[src/rtl/exe_mult_div_if.sv]
// Multiply/divide request and result bundle between decode and the MD unit.
// master: decode side (drives requests). slave: MD unit (drives busy/results).
interface exe_mult_div_if #(
    parameter int WIDTH = 32
);
    logic               mult_en;
    logic               div_en;
    logic               is_signed;
    logic [WIDTH-1:0]   src1;
    logic [WIDTH-1:0]   src2;
    logic               cancel;
    logic               busy;
    logic               md_complete;
    logic [2*WIDTH-1:0] md_result;

    modport master (
        output mult_en, div_en, is_signed, src1, src2, cancel,
        input  busy, md_complete, md_result
    );

    modport slave (
        input  mult_en, div_en, is_signed, src1, src2, cancel,
        output busy, md_complete, md_result
    );
endinterface

[src/rtl/exe_mult_div.sv]
// Iterative radix-2 multiply/divide unit; result {HI,LO} = md_result.
// Ports: clk, resetn (async low), md (slave: starts/operands/cancel in,
// busy/md_complete/md_result out). MD_FAST_MULT_EN: single-cycle multiply.
module exe_mult_div #(
    parameter int WIDTH = 32,
    parameter int CNT_W = 5
) (
    input  logic           clk,
    input  logic           resetn,
    exe_mult_div_if.slave  md
);
    typedef enum logic [1:0] {
        S_IDLE,
        S_MUL,
        S_DIV,
        S_DONE
    } state_e;

    localparam logic [CNT_W-1:0] LAST = CNT_W'(WIDTH - 1);

    state_e             state_q, state_d;
    logic [CNT_W-1:0]   cnt_q, cnt_d;
    logic [WIDTH-1:0]   a_q, a_d;
    logic [WIDTH-1:0]   b_q, b_d;
    logic [2*WIDTH-1:0] p_q, p_d;
    logic               negq_q, negq_d;
    logic               negr_q, negr_d;
    logic               div_q, div_d;
    logic [2*WIDTH-1:0] res_q, res_d;

    logic               start;
    logic               sign1, sign2;
    logic [WIDTH-1:0]   mag1, mag2;
    logic [WIDTH:0]     add_s;
    logic [WIDTH:0]     shl;
    logic [WIDTH+1:0]   sub;
    logic [WIDTH-1:0]   q_fix, r_fix;
    logic [2*WIDTH-1:0] p_fix, fin;
    logic               complete;

    assign start = (md.mult_en | md.div_en) & ~md.cancel;
    assign sign1 = md.is_signed & md.src1[WIDTH-1];
    assign sign2 = md.is_signed & md.src2[WIDTH-1];
    assign mag1  = sign1 ? -md.src1 : md.src1;
    assign mag2  = sign2 ? -md.src2 : md.src2;

    // Multiply: p = {acc, multiplier}; add into the top half, shift right.
    assign add_s = {1'b0, p_q[2*WIDTH-1:WIDTH]}
                 + (p_q[0] ? {1'b0, a_q} : {(WIDTH+1){1'b0}});

    // Divide: p = {rem, dividend/quotient}; an extra bit detects borrow.
    assign shl = {p_q[2*WIDTH-1:WIDTH], p_q[WIDTH-1]};
    assign sub = {1'b0, shl} - {2'b00, b_q};

    assign p_fix = negq_q ? -p_q : p_q;
    assign q_fix = negq_q ? -p_q[WIDTH-1:0] : p_q[WIDTH-1:0];
    assign r_fix = negr_q ? -p_q[2*WIDTH-1:WIDTH] : p_q[2*WIDTH-1:WIDTH];
    assign fin   = div_q ? {r_fix, q_fix} : p_fix;

    // Result shows through combinationally so a cancel in DONE leaves it intact.
    assign complete       = (state_q == S_DONE) & ~md.cancel;
    assign md.busy        = (state_q != S_IDLE);
    assign md.md_complete = complete;
    assign md.md_result   = complete ? fin : res_q;

    always_comb begin
        state_d = state_q;
        cnt_d   = cnt_q;
        a_d     = a_q;
        b_d     = b_q;
        p_d     = p_q;
        negq_d  = negq_q;
        negr_d  = negr_q;
        div_d   = div_q;
        res_d   = res_q;
        unique case (state_q)
            S_IDLE: begin
                if (start) begin
                    a_d    = mag1;
                    b_d    = mag2;
                    negq_d = sign1 ^ sign2;
                    negr_d = sign1;
                    cnt_d  = '0;
                    div_d  = ~md.mult_en;
                    if (md.mult_en) begin
`ifdef MD_FAST_MULT_EN
                        p_d     = {{WIDTH{1'b0}}, mag1}
                                * {{WIDTH{1'b0}}, mag2};
                        state_d = S_DONE;
`else
                        p_d     = {{WIDTH{1'b0}}, mag2};
                        state_d = S_MUL;
`endif
                    end else begin
                        p_d     = {{WIDTH{1'b0}}, mag1};
                        state_d = S_DIV;
                    end
                end
            end
            S_MUL: begin
                p_d   = {add_s, p_q[WIDTH-1:1]};
                cnt_d = cnt_q + 1'b1;
                if (cnt_q == LAST) state_d = S_DONE;
            end
            S_DIV: begin
                if (!sub[WIDTH+1]) begin
                    p_d = {sub[WIDTH-1:0], p_q[WIDTH-2:0], 1'b1};
                end else begin
                    p_d = {shl[WIDTH-1:0], p_q[WIDTH-2:0], 1'b0};
                end
                cnt_d = cnt_q + 1'b1;
                if (cnt_q == LAST) state_d = S_DONE;
            end
            S_DONE: begin
                state_d = S_IDLE;
                if (complete) res_d = fin;
            end
            default: state_d = S_IDLE;
        endcase
        if (state_q != S_IDLE && md.cancel) state_d = S_IDLE;
    end

    always_ff @(posedge clk or negedge resetn) begin
        if (!resetn) begin
            state_q <= S_IDLE;
            cnt_q   <= '0;
            a_q     <= '0;
            b_q     <= '0;
            p_q     <= '0;
            negq_q  <= 1'b0;
            negr_q  <= 1'b0;
            div_q   <= 1'b0;
            res_q   <= '0;
        end else begin
            state_q <= state_d;
            cnt_q   <= cnt_d;
            a_q     <= a_d;
            b_q     <= b_d;
            p_q     <= p_d;
            negq_q  <= negq_d;
            negr_q  <= negr_d;
            div_q   <= div_d;
            res_q   <= res_d;
        end
    end
endmodule
[src/flat_wrapper.sv]
// flat-port wrapper written by rule: the top's interface ports become plain ports
module exe_mult_div_flat 
#(
    parameter int WIDTH = 32,
    parameter int CNT_W = 5
)
  (clk, resetn, md_mult_en, md_div_en, md_is_signed, md_src1, md_src2, md_cancel, md_busy, md_md_complete, md_md_result);
  exe_mult_div_if #(.WIDTH(WIDTH)) md_i ();
  input  logic clk;
  input  logic resetn;
  input wire logic [$bits(md_i.mult_en)-1:0] md_mult_en;
  input wire logic [$bits(md_i.div_en)-1:0] md_div_en;
  input wire logic [$bits(md_i.is_signed)-1:0] md_is_signed;
  input wire logic [$bits(md_i.src1)-1:0] md_src1;
  input wire logic [$bits(md_i.src2)-1:0] md_src2;
  input wire logic [$bits(md_i.cancel)-1:0] md_cancel;
  output wire logic [$bits(md_i.busy)-1:0] md_busy;
  output wire logic [$bits(md_i.md_complete)-1:0] md_md_complete;
  output wire logic [$bits(md_i.md_result)-1:0] md_md_result;
  assign md_i.mult_en = md_mult_en;
  assign md_i.div_en = md_div_en;
  assign md_i.is_signed = md_is_signed;
  assign md_i.src1 = md_src1;
  assign md_i.src2 = md_src2;
  assign md_i.cancel = md_cancel;
  assign md_busy = md_i.busy;
  assign md_md_complete = md_i.md_complete;
  assign md_md_result = md_i.md_result;
  exe_mult_div #(.WIDTH(WIDTH), .CNT_W(CNT_W)) u_core (.clk(clk), .resetn(resetn), .md(md_i));
endmodule
[config.mk]
export PLATFORM = sky130hd
export DESIGN_NAME = exe_mult_div_flat
export DESIGN_NICKNAME = d
export VERILOG_FILES = /design/src/rtl/exe_mult_div_if.sv /design/src/rtl/exe_mult_div.sv /design/src/flat_wrapper.sv
export SDC_FILE = /design/constraint.sdc
export NUM_CORES = 1
export LEC_CHECK = 0
export CAP_MARGIN = 20
export CORE_MARGIN = 2
export CORE_UTILIZATION = 40
export CTS_CLUSTER_DIAMETER = 100
export DETAILED_ROUTE_END_ITERATION = 16
export MAX_ROUTING_LAYER = met4
export PLACE_DENSITY_LB_ADDON = 0.15
export SLEW_MARGIN = 20
export SYNTH_ARGS = -nofsm -noshare
export SYNTH_HDL_FRONTEND = slang
export SYNTH_SLANG_ARGS = --single-unit
[constraint.sdc]
create_clock -name clk -period 4.44 [get_ports clk]
set_input_delay 0.888 -clock clk [delete_from_list [all_inputs] [get_ports clk]]
set_output_delay 0.888 -clock clk [all_outputs]
set_load 0.05 [all_outputs]
# Word level (Yosys, flattened, before mapping)
# Cells that the tools add are included.
# W data, S select, Z words.
# totals
out_inout_bits	66
wordCells	61
input_bits	70
reg_bits	202
# classes
muxes	19
reduce_logical	10
n_eq_ne	7
addsub	8
bitwise_logic	8
# ops
op	count
$mux W64	5
$mux W32	6
$pmux W64 S3	1
$neg A32 Y32	4
$neg A64 Y64	1
$sub A33 B32 Y34	1
$add A32 B33 Y33	1
$pmux W5 S2	1
$mux W2	4
$reduce_and A2 Y1	4
$ne A3 B1 Y1 const B	2
$pmux W2 S3	1
$add A5 B1 Y5 const B	1
$eq A5 B5 Y1 const B	1
$mux W5	1
$and A1 B1 Y1	4
$eq A2 B2 Y1 const B	2
$reduce_bool A2 Y1	2
$reduce_bool A3 Y1	1
$eq A2 B1 Y1 const B	1
$logic_not A2 Y1	1
$ne A2 B1 Y1 const B	1
$not A1 Y1	2
$reduce_or A2 Y1	1
other kinds (3)	3

# Logic depth before layout (Yosys ltp)
# logic_depth
ltp_word	5
depth_mapped	14

# Worst setup path after synthesis
# Ideal clock, no wire load.
# synth_timing
kind	register to output
startpoint	reg u_core.p_q[3]
endpoint	out md_md_result[57]
arrival_ns	3.785
setup_slack_ns	-0.233
path_buffers	2
stages_incl_launch_ff	12
required_time_ns	3.552
path_cell_list	dfrtp_1 > buf_6 > or4_4 > nand4b_2 > or4b_1 > buf_2 > o31ai_4 > nand2_2 > o22ai_1 > a21oi_1 > xnor2_1 > o21ai_0
# synth_via
elab_chain_len	4
# synth_lines
element	line	text
from (decl)	exe_mult_div.sv:25	logic [2*WIDTH-1:0] p_q, p_d;
from (signal assigned)	exe_mult_div.sv:139	p_q <= p_d;
$neg A64 Y64	exe_mult_div.sv:55	assign p_fix = negq_q ? -p_q : p_q;
$mux W64	exe_mult_div.sv:55	
$mux W64	exe_mult_div.sv:58	assign fin = div_q ? {r_fix, q_fix} : p_fix;
$mux W64	--	
to (decl)	flat_wrapper.sv:19	output wire logic [$bits(md_i.md_result)-1:0] md_md_result;
# Every way passes these cells.

# Worst setup path in the final report
# layout_timing
startpoint	reg u_core.p_q[5]
endpoint	out md_md_result[53]
# The elaborated chain is that of the path after synthesis.

==> impl_metrics.json <==
{
  "cts.reportedPaths.clkPinSlew_ns": 0.06,
  "slew_viol_final": 0,
  "antenna_found_initial": 0,
  "pin_count": 136,
  "syn_to_final_growth_pct": 23.3,
  "synth_area_sq_mm": 0.0156,
  "multi_input_area_sq_mm": 0.0101,
  "cellPowerDensity_mw_per_mm2": 814,
  "synth_area_leaders": "dfrtp_1, o21ai_0, nand2_1",
  "final_layout_size_suffix_gt1_frac": 0.114,
  "skew_ns": 0.0260,
  "hold_viol": 0,
  "muxShareOfSynthArea": 0.0223,
  "synth.net_count": 2099,
  "synthAdderAreaFrac": 0.0627,
  "ys.warnings.count": 0,
  "maxCapViolCount": 0,
  "seq_area_frac_synth": 0.324,
  "p_sw_frac": 0.505,
  "synth_edf_count": 0,
  "p_clk_frac": 0.134,
  "cts_made_buffers": 24,
  "die_area_sq_mm": 0.0406,
  "max_clock_freq_ghz": 0.225,
  "setup_viol": 2,
  "first_pass_iters": 6,
  "core_area_sq_mm": 0.0386,
  "grt_pass1_vias": 14061,
  "hpwl_microns": 43900,
  "htreeDepth": 1,
  "dp_slack_ns": 0.242,
  "grt_pass1_wl_microns": 84800,
  "port_buffers": 135,
  "synthFlopType": "dfrtp_1",
  "crit_required_ns": 3.55,
  "synth_compound_area_frac": 0.259,
  "synth_area_leader_cell": "dfrtp_1",
  "violations": "negative setup slack",
  "async_flop_share": 1.00,
  "routed_wl_microns": 55200,
  "p_int_mw": 7.74,
  "cts_sinks": 202,
  "initialDrtViolationCount": 1253,
  "share_seq_of_total_power": 0.209,
  "syn_inst": 1952,
  "gp_congestion": 0.995,
  "final_common_cell": "nand2_1",
  "ys_types": 78,
  "critPathLaunchType": "flip-flop",
  "fin_tns_setup_ns": -0.0184,
  "grt_overflow": 0,
  "p_sw_mw": 7.91,
  "synth_top_area_share": 0.324,
  "crit_type": "flip-flop to output pin",
  "postCtsHoldBufs": 0,
  "leakage_nw": 8.51,
  "die_y_microns": 201,
  "period_share": 1.00,
  "ff_latch_area_sq_mm": 0.00506,
  "comb_power_share": 0.657,
  "die_x_microns": 201,
  "track_usage": 0.276,
  "cp.arrival_ns": 3.56,
  "status": "finished with violations",
  "p_total_mw": 15.7,
  "vias": 14905,
  "cts_root_buffer": "clkbuf_16",
  "clockBufferDepth": 3,
  "synth.avg_cell_area_sq_um": 7.99,
  "vias_per_cell": 5.74,
  "rsz0062_at_grt": "true",
  "wire_per_inst_microns": 21.2,
  "n_antenna_cell": 0,
  "reg2reg_depth": 12,
  "antenna_left": 0,
  "path_max_fanout": 3,
  "initial_core_util": 0.405,
  "rows": 72,
  "ys_ff_latch": 202,
  "finalWorstSetupSlack_ns": -0.00986,
  "synth_top_family_by_area": "compound AO/OA/AOI/OAI gates",
  "synth-simple-area-share": 0.185,
  "max-vdd-ir-drop_mv": 0.377,
  "fin_nets": 2209,
  "fin_crit_ns": 4.45,
  "drc": 0,
  "insertion_delay_ns": 0.54,
  "fill_cells": 3803,
  "max_slew_margin": 0.351,
  "cts_tree": "built",
  "tightest_slew_ns": 0.972,
  "hold_class": "primary input to asynchronous set/reset pin",
  "grt_max_degree": 94,
  "yosys.area_share.xor_xnor": 0.0994,
  "final_cell_mix": "nand2_1, o21ai_0, dfrtp_1",
  "crit_path_end_kind": "output pin"
}
-- path summary, 6_finish.rpt --
path                             startpoint                to  slack [ns]
setup / recovery              u_core.p_q[5]  md_md_result[53]       -0.01
hold / removal                       resetn  u_core.res_q[48]        0.39
setup reg to reg              u_core.p_q[0]    u_core.p_q[63]        0.44
hold reg to reg            u_core.res_q[22]  u_core.res_q[22]        0.47
max in group asynchronous            resetn    u_core.p_q[15]        3.03
min in group clk           u_core.res_q[22]  u_core.res_q[22]        0.47
-- cell families after synthesis --
kind of cell             Yosys count
XOR/XNOR                         177
flip-flops                       202
buffers and inverters            194
multiplexers                      34
AND/OR/NAND/NOR                  616
AO/OA/AOI/OAI                    652
adder cells (fa/ha/maj)           77
-- worst max-delay path, cell delays in order, from the launching register on --
cell and delay (ns):
dfrtp_1 0.37, or4_4 0.54, nand4b_4 0.20, buf_6 0.14, nor4b_4 0.29, a41o_1 0.26
nor2_2 0.06, or4_4 0.46, o21a_1 0.22, xnor2_2 0.14, o21ai_2 0.17, buf_12 0.16
-- stage by stage --
stage | std cells | hold WS (ns) | util | cell area [sq um]
3_5_place_dp | 2539 | 0.456 | 0.468 | 18100
2_1_floorplan | 1952 | 0.438 | - | 15600
6_report | 2597 | 0.393 | 0.499 | 19200
3_3_place_gp | 2539 | 0.451 | 0.468 | 18100
5_1_grt | 2597 | 0.457 | 0.499 | 19200
4_1_cts | 2590 | 0.419 | 0.494 | 19100
-- per-layer routing --
metal  global-route usage  part of all wire
met5                    -                 0
met2                0.409              0.43
met3               0.0264             0.056
met4               0.0927             0.037
met1                0.394              0.48
-- power by group through the flow --
stage | clock network, mW | registers [mW] | logic (mW)
6_report | 2.09 | 3.28 | 10.3
5_1_grt | 2.21 | 3.36 | 11.1
4_1_cts | 2.14 | 3.25 | 9.97
3_5_place_dp | 0 | 3.28 | 9.72
3_3_place_gp | 0 | 3.25 | 9.68
2_1_floorplan | 0 | 2.95 | 6.52
-- layout make-up --
type                            count  share of cell area
Inverter                           66              0.0129
Timing Repair Buffer              212               0.123
Multi-Input combinational cell   1556               0.523
Sequential cell                   202               0.263
Tap cell                          518              0.0337
Clock inverter                      9             0.00722
Clock buffer                       34              0.0368
-- what timing repair did --
item,in CTS,in global routing
endpoints found under the setup margin,27,24
resized for setup,24,31
buffers inserted,8,7
pin swaps,10,12
-- synth_stat cells, types with 39 or more instances --
master    count
nor2_1      105
a21oi_1     120
ha_1         75
xor2_1       91
o21ai_0     268
dfrtp_1     202
and2_1       47
nand2_1     289
clkbuf_1    110
inv_1        65
a22oi_1      39
xnor2_1      86
-- state kept, by name, indices dropped and copies added (netlist names) --
| register | flops |
|---|---|
| u_core.negr_q | 1 |
| u_core.b_q | 32 |
| u_core.p_q | 64 |
| u_core.res_q | 64 |
| u_core.a_q | 32 |
| u_core.state_q | 2 |
| u_core.negq_q | 1 |
| u_core.cnt_q | 5 |
| u_core.div_q | 1 |
Power figures use the tool's default switching activity.
